### config.mk
export PLATFORM = sky130hd
export DESIGN_NAME = imem_loader
export DESIGN_NICKNAME = d
export VERILOG_FILES = /design/src/rtl/imem_loader.sv
export SDC_FILE = /design/constraint.sdc
export NUM_CORES = 1
export LEC_CHECK = 0
export ABC_AREA = 1
export CAP_MARGIN = 20
export CORE_MARGIN = 3
export CORE_UTILIZATION = 35
export DETAILED_ROUTE_END_ITERATION = 8
export HOLD_SLACK_MARGIN = 0.02
export PLACE_DENSITY = 0.71
export SYNTH_ARGS = -nofsm -noshare
export SYNTH_HDL_FRONTEND = slang
export SYNTH_SLANG_ARGS = --single-unit
### constraint.sdc
create_clock -name clk -period 2.2 [get_ports clk]
set_clock_uncertainty 0.15 [all_clocks]
set_input_delay 0.33 -clock clk [delete_from_list [all_inputs] [get_ports clk]]
set_output_delay 0.33 -clock clk [all_outputs]
set_load 0.01 [all_outputs]
### src/rtl/imem_loader.sv
`default_nettype none
// ============================================================================
// Module      : imem_loader
// Description : Boot loader that turns a byte stream into instruction-memory
//               writes and holds the core in reset until the image is complete.
//               Optional trailing checksum byte: IMEM_LOADER_CHECKSUM_EN.
// Revision    : 1.0 - initial release
// ============================================================================
module imem_loader #(
    parameter int WORDS  = 256,
    parameter int ADDR_W = 8
) (
    input  logic              clk,
    input  logic              rst_n,
    input  logic              start,
    input  logic [7:0]        rx_data,
    input  logic              rx_valid,
    output logic              rx_ready,
    output logic              im_we,
    output logic [ADDR_W-1:0] im_addr,
    output logic [31:0]       im_wdata,
    output logic              cpu_rst_n,
    output logic              busy,
    output logic              done,
    output logic              error,
    output logic [ADDR_W:0]   words_loaded
);

    typedef enum logic [2:0] {
        ST_IDLE  = 3'd0,
        ST_HDR   = 3'd1,
        ST_DATA  = 3'd2,
        ST_WRITE = 3'd3,
        ST_CHK   = 3'd4,
        ST_DONE  = 3'd5,
        ST_ERR   = 3'd6
    } state_t;

    state_t          r_state;
    state_t          w_next;
    logic [31:0]     r_len;
    logic [31:0]     r_word;
    logic [1:0]      r_byte_cnt;
    logic [ADDR_W:0] r_words_loaded;
    logic [ADDR_W:0] w_wl_inc;
    logic [31:0]     w_len_full;
    logic            w_accept;
    logic            w_last_byte;
    logic            w_load_start;
`ifdef IMEM_LOADER_CHECKSUM_EN
    logic [7:0]      r_csum;
`endif

    assign rx_ready     = (r_state == ST_HDR) || (r_state == ST_DATA) || (r_state == ST_CHK);
    assign w_accept     = rx_valid && rx_ready;
    assign w_last_byte  = (r_byte_cnt == 2'd3);
    // Header decision is made on the edge that accepts byte 3, before r_len holds it.
    assign w_len_full   = {rx_data, r_len[23:0]};
    assign w_wl_inc     = r_words_loaded + 1'b1;
    assign busy         = rx_ready || (r_state == ST_WRITE);
    assign done         = (r_state == ST_DONE);
    assign error        = (r_state == ST_ERR);
    assign cpu_rst_n    = (r_state == ST_DONE);
    assign words_loaded = r_words_loaded;

    always_comb begin
        w_next       = r_state;
        w_load_start = 1'b0;
        im_we        = 1'b0;
        im_addr      = '0;
        im_wdata     = '0;
        case (r_state)
            ST_IDLE, ST_DONE, ST_ERR: begin
                if (start) begin
                    w_next       = ST_HDR;
                    w_load_start = 1'b1;
                end
            end
            ST_HDR: begin
                if (w_accept && w_last_byte) begin
                    if ((w_len_full == 32'd0) || (w_len_full > 32'(WORDS)))
                        w_next = ST_ERR;
                    else
                        w_next = ST_DATA;
                end
            end
            ST_DATA: begin
                if (w_accept && w_last_byte)
                    w_next = ST_WRITE;
            end
            ST_WRITE: begin
                im_we    = 1'b1;
                im_addr  = r_words_loaded[ADDR_W-1:0];
                im_wdata = r_word;
                if (32'(w_wl_inc) == r_len) begin
`ifdef IMEM_LOADER_CHECKSUM_EN
                    w_next = ST_CHK;
`else
                    w_next = ST_DONE;
`endif
                end else begin
                    w_next = ST_DATA;
                end
            end
`ifdef IMEM_LOADER_CHECKSUM_EN
            ST_CHK: begin
                if (w_accept)
                    w_next = (rx_data == r_csum) ? ST_DONE : ST_ERR;
            end
`endif
            default: w_next = ST_IDLE;
        endcase
    end

    always_ff @(posedge clk) begin
        if (!rst_n) begin
            r_state        <= ST_IDLE;
            r_len          <= '0;
            r_word         <= '0;
            r_byte_cnt     <= '0;
            r_words_loaded <= '0;
`ifdef IMEM_LOADER_CHECKSUM_EN
            r_csum         <= '0;
`endif
        end else begin
            r_state <= w_next;
            if (w_load_start) begin
                r_byte_cnt     <= '0;
                r_words_loaded <= '0;
`ifdef IMEM_LOADER_CHECKSUM_EN
                r_csum         <= '0;
`endif
            end
            if (w_accept && (r_state == ST_HDR)) begin
                r_len[{r_byte_cnt, 3'b000} +: 8] <= rx_data;
                r_byte_cnt                       <= r_byte_cnt + 2'd1;
            end
            if (w_accept && (r_state == ST_DATA)) begin
                r_word[{r_byte_cnt, 3'b000} +: 8] <= rx_data;
                r_byte_cnt                        <= r_byte_cnt + 2'd1;
`ifdef IMEM_LOADER_CHECKSUM_EN
                r_csum                            <= r_csum ^ rx_data;
`endif
            end
            if (im_we)
                r_words_loaded <= w_wl_inc;
        end
    end

endmodule
`default_nettype wire

After elaboration in Yosys (flattened, before gate mapping)
Cells that the tools add are included.

Bits in registers: 78.

$add $sub $neg: 3. Order comparisons: 1. Eq/ne operators: 11. Shifts and indexed selects: 2. Multiplexer cells: 18. Reductions and logical operators: 14.

Operators with widths (number): bitwise mux 32 bit (2); == test 9 x 32 -> 1 bit (1); greater-than comparator 32 x 9 -> 1 bit, second input constant (1); zero test 32 bit (1); two-way mux 32 bit (1); variable shift 8 x 7 -> 32 bit, first input constant (1); variable part select 8 x 7 -> 32 bit (1); two-way mux 9 bit (2); two-way mux 3 bit (5); one-hot mux 3 bit (4 select lines) (1); adder 9 x 1 -> 9 bit, second input constant (1); == test 3 bit, second input constant (3); two-way mux 8 bit (1); negator 5 -> 7 bit (1); == test 3 x 2 -> 1 bit, second input constant (2); two-way mux 2 bit (3); logical AND 1 bit (4); logical OR 1 bit (4); inequality test 2 x 1 -> 1 bit, second input constant (2); == test 3 x 1 -> 1 bit, second input constant (1); zero test 3 bit (1); two-way mux 1 bit (3); AND reduction 3 bit (1); nonzero test 3 bit (1); 5 further kinds (5).

Depth between registers and ports, before layout
Gate-level depths: netlist of run 1.

Word-level depth: 7. Gate-level depth with buffers: 14. Gate-level depth less buffers: 14.

Least setup slack after synthesis of run 1
No wires, ideal clock.

Path type: register to register. Start point: reg r_byte_cnt[0]. End point: reg r_word[22]. Library setup time: 0.119 ns. Arrival: 2.011 ns. Data required time: 1.931 ns. Slack: -0.081 ns. Cell stages (with the launch flop): 10. Buffers on the path: 3. Period minus slack after synthesis: 2.281 ns. Cells stage by stage: dfxtp_1 -> clkbuf_1 -> clkbuf_1 -> inv_1 -> ha_1 -> nand2_1 -> clkbuf_1 -> nor3_1 -> o21ai_0 -> a21oi_1.

Longest elaborated chain between the ends: 3. Elaborated cells between the ends (all ways): 4. Classes of those cells: add/sub: 1; shift: 2; mux: 1.

Ends and longest elaborated chain: from (decl) (RTL line 43) `logic [1:0] r_byte_cnt;`; from (signal assigned) (RTL line 136) `r_byte_cnt <= r_byte_cnt + 2'd1;`; from (signal assigned) (RTL line 140) `r_byte_cnt <= r_byte_cnt + 2'd1;`; negator 5 -> 7 bit (*) (RTL line 139) `r_word[{r_byte_cnt, 3'b000} +: 8] <= rx_data;`; variable part select 8 x 7 -> 32 bit / variable shift 8 x 7 -> 32 bit (equally long branches) (RTL line 139); bitwise mux 32 bit (*) (RTL line 139); to (signal, indexed assignment) (RTL line 139); to (decl) (RTL line 42) `logic [31:0] r_word;`.

Mark *: on every way between the ends. The rest lies on a longest branch, timed or not. A chain may end at the register's enable or synchronous reset.

Final worst setup path of run 1
Start point: reg r_state[2]. End point: out busy.

Longest elaborated chain between the ends: 4. Elaborated cells between the ends (all ways): 7. Classes of those cells: eq/ne: 4; reduce/logical: 3.

Ends and longest elaborated chain: from (decl) (RTL line 39) `state_t r_state;`; from (signal assigned) (RTL line 126) `r_state <= w_next;`; == test 3 x 1 -> 1 bit / == test 3 x 2 -> 1 bit (equally long branches) (RTL line 54) `assign rx_ready = (r_state == ST_HDR) || (r_state == ST_DATA) || (r_state == ST_CHK);`; logical OR 1 bit (2 in a row) (RTL line 54); logical OR 1 bit (*) (RTL line 60) `assign busy = rx_ready || (r_state == ST_WRITE);`; to (decl) (RTL line 23) `output logic busy,`.

Marks and branches as above.

==> results.md, run 1 <==
* FMAX at 0.4747 GHz
* Synth Net Count at 634
* Max incr delay on CP at 0.38 ns
* Max Cap Viol at 0
* Compound-Gate Fraction of Synth Area at 14.33%
* N_diodes at 0
* DR pass1 iterations at 5
* Most common cell after layout, fill and taps aside: nand2_1
* Clk root buf: clkbuf_16
* Htree depth at 3
* WP depth at 7
* Largest net degree at the start of global routing at 35
* Clock Sinks at 78
* Seq pwr share at ~37%
* FF-to-FF Start: r_byte_cnt[1]$_SDFFE_PN0P_
* Initial DRC count at 266
* VDD IR max at between 400 and 500 uV
* CP arrival at about 1.6 ns
* Cells after Synth at 617
* Unrepaired setup endpoints after global routing: true
* Final nets at 708
* Die Y-Extent at 112.9 microns
* DRC viols at 0
* Worst setup EP type: output port
* IO Pins at between 60 and 70
* Antenna-violating nets left at 0
* Post-Synth Adder-Cell Area at 1.565%
* R2R Path End: r_len[22]$_SDFFE_PN0P_
* CORE AREA at 10980 sq um
* Layout cells sized above 1 at around 11%
* Post-synthesis mux area share at 0%
* CP Max Fanout at 6
* Initial Util at between 30% and 40%
* # rows at 38
* Startpoint types: flip-flop
* Crit path to: busy
* Largest family of logic cells by synthesized area: simple AND/OR/NAND/NOR gates
* Pleak at approximately 2.1 nW
* Dpl cells at 814
* Crit path max-delay family: buffers and inverters
* XOR/XNOR Fraction of Synth Area at 0.2191%
* Yosys reg bits at 78
* Tmin final at 2.107 ns
* Layout area overhead at 29.33%
* Power share of the combinational group at 26.4%
* Die Area at between 10000 and 15000 sq um
* Relative slew slack at 65.90%
* Routed wire per std cell at ~13 microns
* Final setup viols at 0
* CP required at around 1.7 ns
* Worst skew pair latency at 0.34 ns
* CP Cell Sequence: buf_4, nor2_2, inv_2, nand2_2, a21oi_1, nand2_1, dlygate4sd2_1
* Ys Warns at 0
* Commonest cells after routing, fill and taps aside: 130 x nand2_1, 99 x nor2_1, 76 x dfxtp_1
* DR vias/cell at between 4 and 5
* Clock transition at path regs at 0.06 ns
* Final Hold Fails at 0
* Status: finished, final reports clean
* Seq/Total Area, Yosys at 39.06%
* Initial antenna violation count at 0
* Port-buffer cells at 66
* Post-route insts no fill at between 800 and 900
* CTS Buf Count at 9
* Design internal power at 2.789 mW
* Reg2reg path depth at 6
* Clock power share at 36.9%
* Crit Path Category: flip-flop to output port
* NetSw at approximately 1.4 mW
* Total Wirelength at 11020 microns
* GRT overflow at 0
* Gp weighted congestion at 0.9258
* Critical Path Slowest Stage Cell: dfxtp_1
* Pins Over Slew Limit at 0
* Clk buf depth at 2
* Critical Path Source: r_state[2]$_SDFFE_PN0P_
* Tcrit/Tclk final at 95.76%
* Least-Margin Pin Slew at 0.5102 ns
* Die W at 112.9 microns
* Hpwl dp at about 8300 microns
* R2R setup slack at 0.19 ns
* Hold Crit Class: flip-flop to flip-flop
* Power Density at 807.2 nW/um^2
* DR vias at 4130
* Post-Syn Area per Cell at 6.479 sq um
* Global-route wire length before repair at 18140 microns
* Synth Cell Area at 3998 sq um
* Final Util at 47.07%
* Synth Area in Simple Gates at between 30% and 40%
* CP bufs+invs at 3
* GRT Util Overall at 17.46%
* HP Start: r_word[11]$_SDFFE_PN0P_
* Vias in the first global route at 3927
* Hold_ws at 0.3048 ns
* TritonCTS clock tree: built
* Switching Share at 33.16%
* Yosys cell types at 27
## metrics by stage
step	setup WS, ns	setup TNS, ns	total power [mW]	instance area [sq um]
final	0.09323	0	4.173	5170
after global routing	-0.03302	-0.06198	4.398	5170
after CTS	0.007335	0	4.176	5119
after detailed placement	0.09956	0	2.641	4846
after global placement	0.1491	0	2.621	4846
after floorplan	0.02549	0	2.321	3999
## worst min-delay path, cell delays in order (launching register included)
cell and delay, ns:
dfxtp_1 0.29, inv_1 0.06, a21oi_1 0.06
## cell families (layout without fill, tap and decap cells)
group	Yosys count	in the layout
XOR/XNOR	1	1
adder cells (fa/ha/maj)	5	5
AO/OA/AOI/OAI	111	111
buffers and inverters	108	187
flip-flops	78	78
AND/OR/NAND/NOR	314	314
## area by class of cell
type / instances / area, sq um
Tap cell: 140 / 175.2
Timing Repair Buffer: 88 / 798.3
Inverter: 83 / 311.5
Clock inverter: 5 / 56.30
Fill cell: 1145 / 5813
Multi-Input combinational cell: 431 / 2012
Clock buffer: 11 / 252.7
Sequential cell: 78 / 1564
## synthesized netlist by cell type (all sizes together)
cell | n | area (sq um)
nand4 | 5 | 31.28
nor2 | 111 | 478.0
buf | 8 | 56.30
ha | 5 | 62.56
nor3 | 20 | 111.4
o22ai | 1 | 12.51
clkinv | 1 | 3.750
dfxtp | 78 | 1562
inv | 82 | 307.8
o21bai | 1 | 7.510
nand2 | 136 | 525.5
xor2 | 1 | 8.760
o21ai | 37 | 185.2
nor4 | 3 | 18.77
a21oi | 72 | 367.9
nand3 | 39 | 195.2
clkbuf | 17 | 63.81
## flip-flops by register name, indices dropped and copies added, names as in the netlist
name / cells
r_len: 32
r_word: 32
words_loaded: 9
r_state: 3
r_byte_cnt: 2
## what timing repair did
action | in CTS | in global routing
hold buffers | 0 | 0
buffers inserted | 1 | 5
setup endpoints to repair | 45 | 32
gates resized for setup | 46 | 35
## metal layers
| layer | vias to the layer above | part of all wire, % | global-route usage (%) |
|---|---|---|---|
| li1 | 2103 | - | - |
| met1 | 1858 | 45 | 22.63 |
| met2 | 152 | 46 | 28.40 |
| met3 | 17 | 6.8 | 4.599 |
| met4 | 0 | 1.6 | 5.609 |
| met5 | - | 0 | 0 |
## worst min-delay path by stage
stage          slack [ns]  depth (start not counted)                      end
3_5_place_dp         0.30                          2  r_word[11]$_SDFFE_PN0P_
6_report             0.30                          2  r_word[11]$_SDFFE_PN0P_
2_1_floorplan        0.28                          2  r_word[29]$_SDFFE_PN0P_
3_3_place_gp         0.30                          2  r_word[11]$_SDFFE_PN0P_
5_1_grt              0.33                          2  r_word[28]$_SDFFE_PN0P_
4_1_cts              0.31                          2  r_word[11]$_SDFFE_PN0P_
## power by group through the flow
stage / registers (mW) / logic [mW] / clock network, mW
after CTS: 1.53 / 1.08 / 1.56
after global routing: 1.54 / 1.22 / 1.64
final: 1.53 / 1.10 / 1.54
after global placement: 1.55 / 1.07 / 0
after detailed placement: 1.56 / 1.08 / 0
after floorplan: 1.55 / 0.768 / 0
Power figures use the tool's default switching activity.
==> run 2, diff against run 1 <==
clock period = 1.8 ns   (was 2.2 ns; I/O delays follow)
==> run 2 against run 1 <==
- final cell count up 6.0%
- largest cell class unchanged
- register-to-register slack worse by 0.36 ns
- count of clock-buffer cells in the layout down 1
- core utilization up 11 points
- first-iteration DRC count up 15%
- worst hold slack better by 0.0062 ns
- combinational power up 110%
- non-clock buffer count up 49
- sequential share of layout area down 5.7 points
- clock power up 28%
- the run now ends with negative setup slack left
==> results.md, run 2 (synthesis results as in run 1) <==
* Pleak at 2.605 nW (+25%)
* IO Pins at 67 (unchanged)
* CORE AREA at 10980 sq um (unchanged)
* FMAX at 0.4966 GHz
* Htree depth at 3 (unchanged)
* Initial Util at 36.40% (unchanged)
* Vias in the first global route at 4296 (+9.4%)
* Failing checks: negative setup slack
* VDD IR max at 523.0 uV (+20%)
* Met3 wire length at 755 microns (+0.53%)
* Critical Path Source: r_state[0]$_SDFFE_PN0P_
* Power Density at 957.3 nW/um^2 (+19%)
* Clock power share at 32.1% (-4.8 points)
* Initial DRC count at 306 (+15%)
* Clk root buf: clkbuf_16
* Design internal power at 3.952 mW (+42%)
* Crit Path Category: flip-flop to output port
* Hpwl dp at 8888 microns (+7.7%)
* Final Hold Fails at 0 (unchanged)
* Tcrit/Tclk final at 111.9%
* CP arrival at 1.59 ns (-0.04 ns)
* Storage cell area at 1573 sq um (+0.56%)
* Met2 wire len at 6648 microns (+30%)
* DR pass1 iterations at 7 (+2)
* Final nets at 759 (+7.2%)
* Met1 WL at 5879 microns (+18%)
* Unrepaired setup endpoints after global routing: true
* Seq pwr share at 30.6% (-6.1 points)
* Antenna-violating nets left at 0 (unchanged)
* Least-Margin Pin Slew at 0.6888 ns (+0.1785 ns)
* DR vias at 4493 (+8.8%)
* N_diodes at 0 (unchanged)
* CTS Buf Count at 9 (unchanged)
* # rows at 38 (unchanged)
* Relative slew slack at 54.08% (-12 points)
* Layout cells sized above 1 at 42.09% (+31 points)
* Power share of the combinational group at 37.3% (+11 points)
* Initial antenna violation count at 0 (unchanged)
* Final setup viols at 62 (+62)
* HP Start: r_word[30]$_SDFFE_PN0P_
* DRC viols at 0 (unchanged)
* Die Area at 12740 sq um (unchanged)
* Top Metal Used: met4
* Most common cell after layout, fill and taps aside: nand2_1
* FF-to-FF Start: words_loaded[0]$_SDFFE_PN0P_
* Post-route insts no fill at 886 (+6.0%)
* Layout area overhead at 60.44%
* Total Wirelength at 13640 microns (+24%)
* Pins Over Slew Limit at 0 (unchanged)
* Worst setup EP type: output port
* Hold buffers post-CTS at 0 (unchanged)
* Fill count at 934 (-18%)
* Routed wire per std cell at 15.40 microns (+17%)
* Startpoint types: flip-flop
* Clock transition at path regs at 0.06 ns (about the same)
* Fin worst setup slack at -0.2136 ns (-0.3068 ns)
* Die Y-Extent at 112.9 microns (unchanged)
* NetSw at 2.188 mW (+58%)
* CP required at 1.38 ns (-0.34 ns)
* DR vias/cell at 5.071 (+2.6%)
* Switching Share at 35.63% (+2.5 points)
* Commonest cells after routing, fill and taps aside: 104 x nand2_1, 71 x inv_1, 69 x dfxtp_1
* TritonCTS clock tree: built
* Clock Sinks at 78 (unchanged)
* Multi-input logic area at 2754 sq um (+37%)
* Largest net degree at the start of global routing at 45 (+29%)
* Worst skew pair latency at 0.34 ns (about the same)
* Global-route wire length before repair at 20070 microns (+11%)
* Port-buffer cells at 66 (unchanged)
* Tmin final at 2.014 ns
* Max Cap Viol at 0 (unchanged)
* Hold Crit Class: flip-flop to flip-flop
* Final Util at 58.40% (+11 points)
* GRT overflow at 0 (unchanged)
* Gp weighted congestion at 0.9322 (+0.69%)
* Status: finished with violations
* Dpl cells at 848 (+4.2%)
* GRT Util Overall at 19.38% (+1.9 points)
* CP Max Fanout at 8 (+2)
* Die W at 112.9 microns (unchanged)
* Clk buf depth at 2 (unchanged)
## run 2: changes by cell type in the layout (fill, tap and decap cells not counted), sizes merged
cell	before	now
clkinv	3	2
bufinv	1	2
clkdlybuf4s15	19	2
buf	22	113
clkdlybuf4s50	21	16
nand2	136	138
clkbuf	17	12
dlygate4sd2	17	1
## run 2: stage by stage
stage	TNS, ns	hold WS, ns	total power [mW]	area [sq um]	setup slack, ns
global route	-11.59	0.3288	6.400	6414	-0.2764
global placement	-5.448	0.2961	3.464	5160	-0.1476
floorplan	0	0.2584	2.946	4099	0.0005272
detailed placement	-10.31	0.2972	3.495	5160	-0.1827
CTS	-4.963	0.3075	5.620	5609	-0.1857
finish	-5.654	0.3111	6.140	6414	-0.2136
## run 2: cell type report
| class | count | share of cell area [%] |
|---|---|---|
| multi-input cells | 433 | 42.94 |
| repair buffers | 137 | 19.80 |
| clock buffers | 10 | 3.726 |
| inverters | 83 | 5.014 |
| clock inverters | 5 | 1.268 |
| well taps | 140 | 2.731 |
| flip-flops and latches | 78 | 24.52 |
## run 2: routing by layer
layer,vias to the layer above,global-route usage (%)
met3,39,4.064
met4,0,8.974
met5,-,0
met2,154,32.31
li1,2211,-
met1,2089,23.94
## run 2: final timing paths
kind	cells past startpoint	slack, ns	to
hold reg to reg	2	0.31	r_word[30]$_SDFFE_PN0P_
setup reg to reg	13	-0.17	r_state[0]$_SDFFE_PN0P_
hold / removal	2	0.31	r_word[30]$_SDFFE_PN0P_
setup / recovery	6	-0.21	im_addr[0]
## run 2: power groups by stage
stage	clock network (mW)	registers, mW	logic (mW)
after floorplan	0	1.90	1.05
after global placement	0	1.89	1.57
after detailed placement	0	1.90	1.60
after CTS	2.00	1.87	1.75
after global routing	2.07	1.88	2.45
final	1.97	1.88	2.29
## run 2: worst max-delay path, stage by stage, from the launching register on
cell	delay, ns
dfxtp_2	0.36
inv_4	0.05
nor3_4	0.20
buf_6	0.15
inv_8	0.06
nor2_1	0.18
clkdlybuf4s15_2	0.26
## run 2: timing repair
| action | 4_1_cts | 5_1_grt |
|---|---|---|
| resized for setup | 268 | 171 |
| pin swaps | 22 | 55 |
| setup buffers | 9 | 11 |
| setup endpoints to repair | 100 | 106 |
| gates cloned | 2 | 4 |
==> run 3, diff against run 2 <==
MAX_ROUTING_LAYER = met4   (was default)
==> run 3 against run 2 <==
- the flow still finishes with violations (negative setup slack)
- critical path depth is the same
- global-route usage grew 0.085 points
- largest power group unchanged
- clock power shrank 20%
==> results.md, run 3 (synthesis results as in run 1) <==
* Top Metal Used: met4
* Final setup viols at 69 (+11%)
* TritonCTS clock tree: built
* Initial Util at 36.40% (unchanged)
* Routed wire per std cell at 14.66 microns (-4.8%)
* Port-buffer cells at 66 (unchanged)
* FMAX at 0.5277 GHz (+6.3%)
* Tcrit/Tclk final at 105.3% (-6.6 points)
* Commonest cells after routing, fill and taps aside: 116 x nand2_1, 81 x nor2_1, 70 x inv_1, 70 x dfxtp_1, 48 x a21oi_1
* Pins Over Slew Limit at 0 (unchanged)
* Relative slew slack at 64.20% (+10 points)
* Die W at 112.9 microns (unchanged)
* Final Instance Area at 5991 sq um (-6.6%)
* Power Total at 5.523 mW (-10%)
* Hold Crit Class: flip-flop to flip-flop
* Crit Path Category: flip-flop to output port
* Htree depth at 3 (unchanged)
* Worst skew pair latency at 0.34 ns (about the same)
* Clock transition at path regs at 0.05 ns (about the same)
* Power Density at 921.9 nW/um^2 (-3.7%)
* Post-route insts no fill at 882 (-0.45%)
* Tmin final at 1.895 ns (-0.1185 ns)
* Layout area overhead at 49.86%
* Status: finished with violations
* CP Max Fanout at 19 (+11)
* Final Hold Fails at 0 (unchanged)
* Die Area at 12740 sq um (unchanged)
* CTS Buf Count at 9 (unchanged)
* Unrepaired setup endpoints after global routing: true
* Cell Area, Placed at 5160 sq um (unchanged)
* Global-route wire length before repair at 19490 microns (-2.9%)
* CP required at 1.38 ns (about the same)
* Clk root buf: clkbuf_16
* DR vias at 4510 (+0.38%)
* # rows at 38 (unchanged)
* DR vias/cell at 5.113 (+0.83%)
* Hold buffers post-CTS at 0 (unchanged)
* Least-Margin Pin Slew at 0.5321 ns (-0.1567 ns)
* Total Wirelength at 12930 microns (-5.2%)
* Clk buf depth at 2 (unchanged)
* Pleak at 2.477 nW (-4.9%)
* Clock Sinks at 78 (unchanged)
* GRT overflow at 0 (unchanged)
* Failing checks: negative setup slack
* Startpoint types: flip-flop
* Largest net degree at the start of global routing at 45 (unchanged)
* R2R setup slack at -0.08 ns (+0.09 ns)
* Die Y-Extent at 112.9 microns (unchanged)
* CP arrival at 1.48 ns (-0.11 ns)
* CORE AREA at 10980 sq um (unchanged)
* N_diodes at 0 (unchanged)
* GRT Util Overall at 19.46% (+0.085 points)
* VDD IR max at 411.3 uV (-21%)
* IO Pins at 67 (unchanged)
* Max Cap Viol at 0 (unchanged)
* Layout cells sized above 1 at 35.71% (-6.4 points)
* Final nets at 757 (-0.26%)
* Met1 WL at 5640 microns (-4.1%)
* DRC viols at 0 (unchanged)
* Met2 wire len at 6114 microns (-8.0%)
* Final Util at 54.55% (-3.9 points)
* Fin worst setup slack at -0.09511 ns (+0.1185 ns)
* Worst setup EP type: output port
* Antenna-violating nets left at 0 (unchanged)
* Gp weighted congestion at 0.9480 (+1.7%)
* Fill count at 1012 (+8.4%)
* Dpl cells at 848 (unchanged)
* Initial antenna violation count at 0 (unchanged)
* Hold_ws at 0.3049 ns (-0.006112 ns)
* Met3 wire length at 865 microns (+15%)
* Most common cell after layout, fill and taps aside: nand2_1
* Initial DRC count at 254 (-17%)
* DR pass1 iterations at 7 (unchanged)
* Hpwl dp at 8858 microns (-0.34%)
* Vias in the first global route at 4185 (-2.6%)
## run 3: path summary, 6_finish.rpt
check	from	end	depth (start not counted)
worst max-delay path	r_state[1]$_SDFFE_PN0P_	im_wdata[21]	6
worst min-delay path	r_word[11]$_SDFFE_PN0P_	r_word[11]$_SDFFE_PN0P_	2
worst max register to register	words_loaded[1]$_SDFFE_PN0P_	r_state[0]$_SDFFE_PN0P_	11
worst min register to register	r_word[11]$_SDFFE_PN0P_	r_word[11]$_SDFFE_PN0P_	2
## run 3: report_power, final
group,switching (mW),internal (mW),leakage (nW)
combinational,1.26,0.809,1.73
clock,0.672,0.908,0.117
sequential,0.0616,1.81,0.633
## run 3: critical path: stages (launching register included)
cell and delay, ns:
dfxtp_2 0.33, inv_2 0.05, nor3_4 0.22, inv_4 0.11
buf_12 0.17, nor2_1 0.11, buf_2 0.14
## run 3: layout make-up
type | count | area, sq um | share of cell area [%]
Clock inverter | 2 | 12.51 | 0.2089
Multi-Input combinational cell | 434 | 2541 | 42.42
Sequential cell | 78 | 1572 | 26.23
Timing Repair Buffer | 134 | 1140 | 19.03
Clock buffer | 11 | 232.7 | 3.885
Inverter | 83 | 317.8 | 5.305
Tap cell | 140 | 175.2 | 2.924
## run 3: what timing repair did
item / CTS / global route
endpoints found under the setup margin: 95 / 113
endpoints found under the hold margin: 0 / 0
resized for setup: 219 / 150
setup buffers: 4 / 12
cloned: 0 / 5
pin swaps: 16 / 33
## run 3: per-stage QoR
| step | worst slack [ns] | setup TNS, ns |
|---|---|---|
| global placement | -0.2006 | -5.999 |
| global route | -0.2347 | -10.05 |
| CTS | -0.1627 | -2.858 |
| detailed placement | -0.2032 | -8.457 |
| floorplan | 0.0005272 | 0 |
| finish | -0.09511 | -2.777 |
## run 3: routing by layer
metal,global-route usage (%),vias to the layer above
li1,-,2203
met1,24.03,2091
met2,30.25,188
met3,4.064,28
met4,9.535,0
met5,-,-
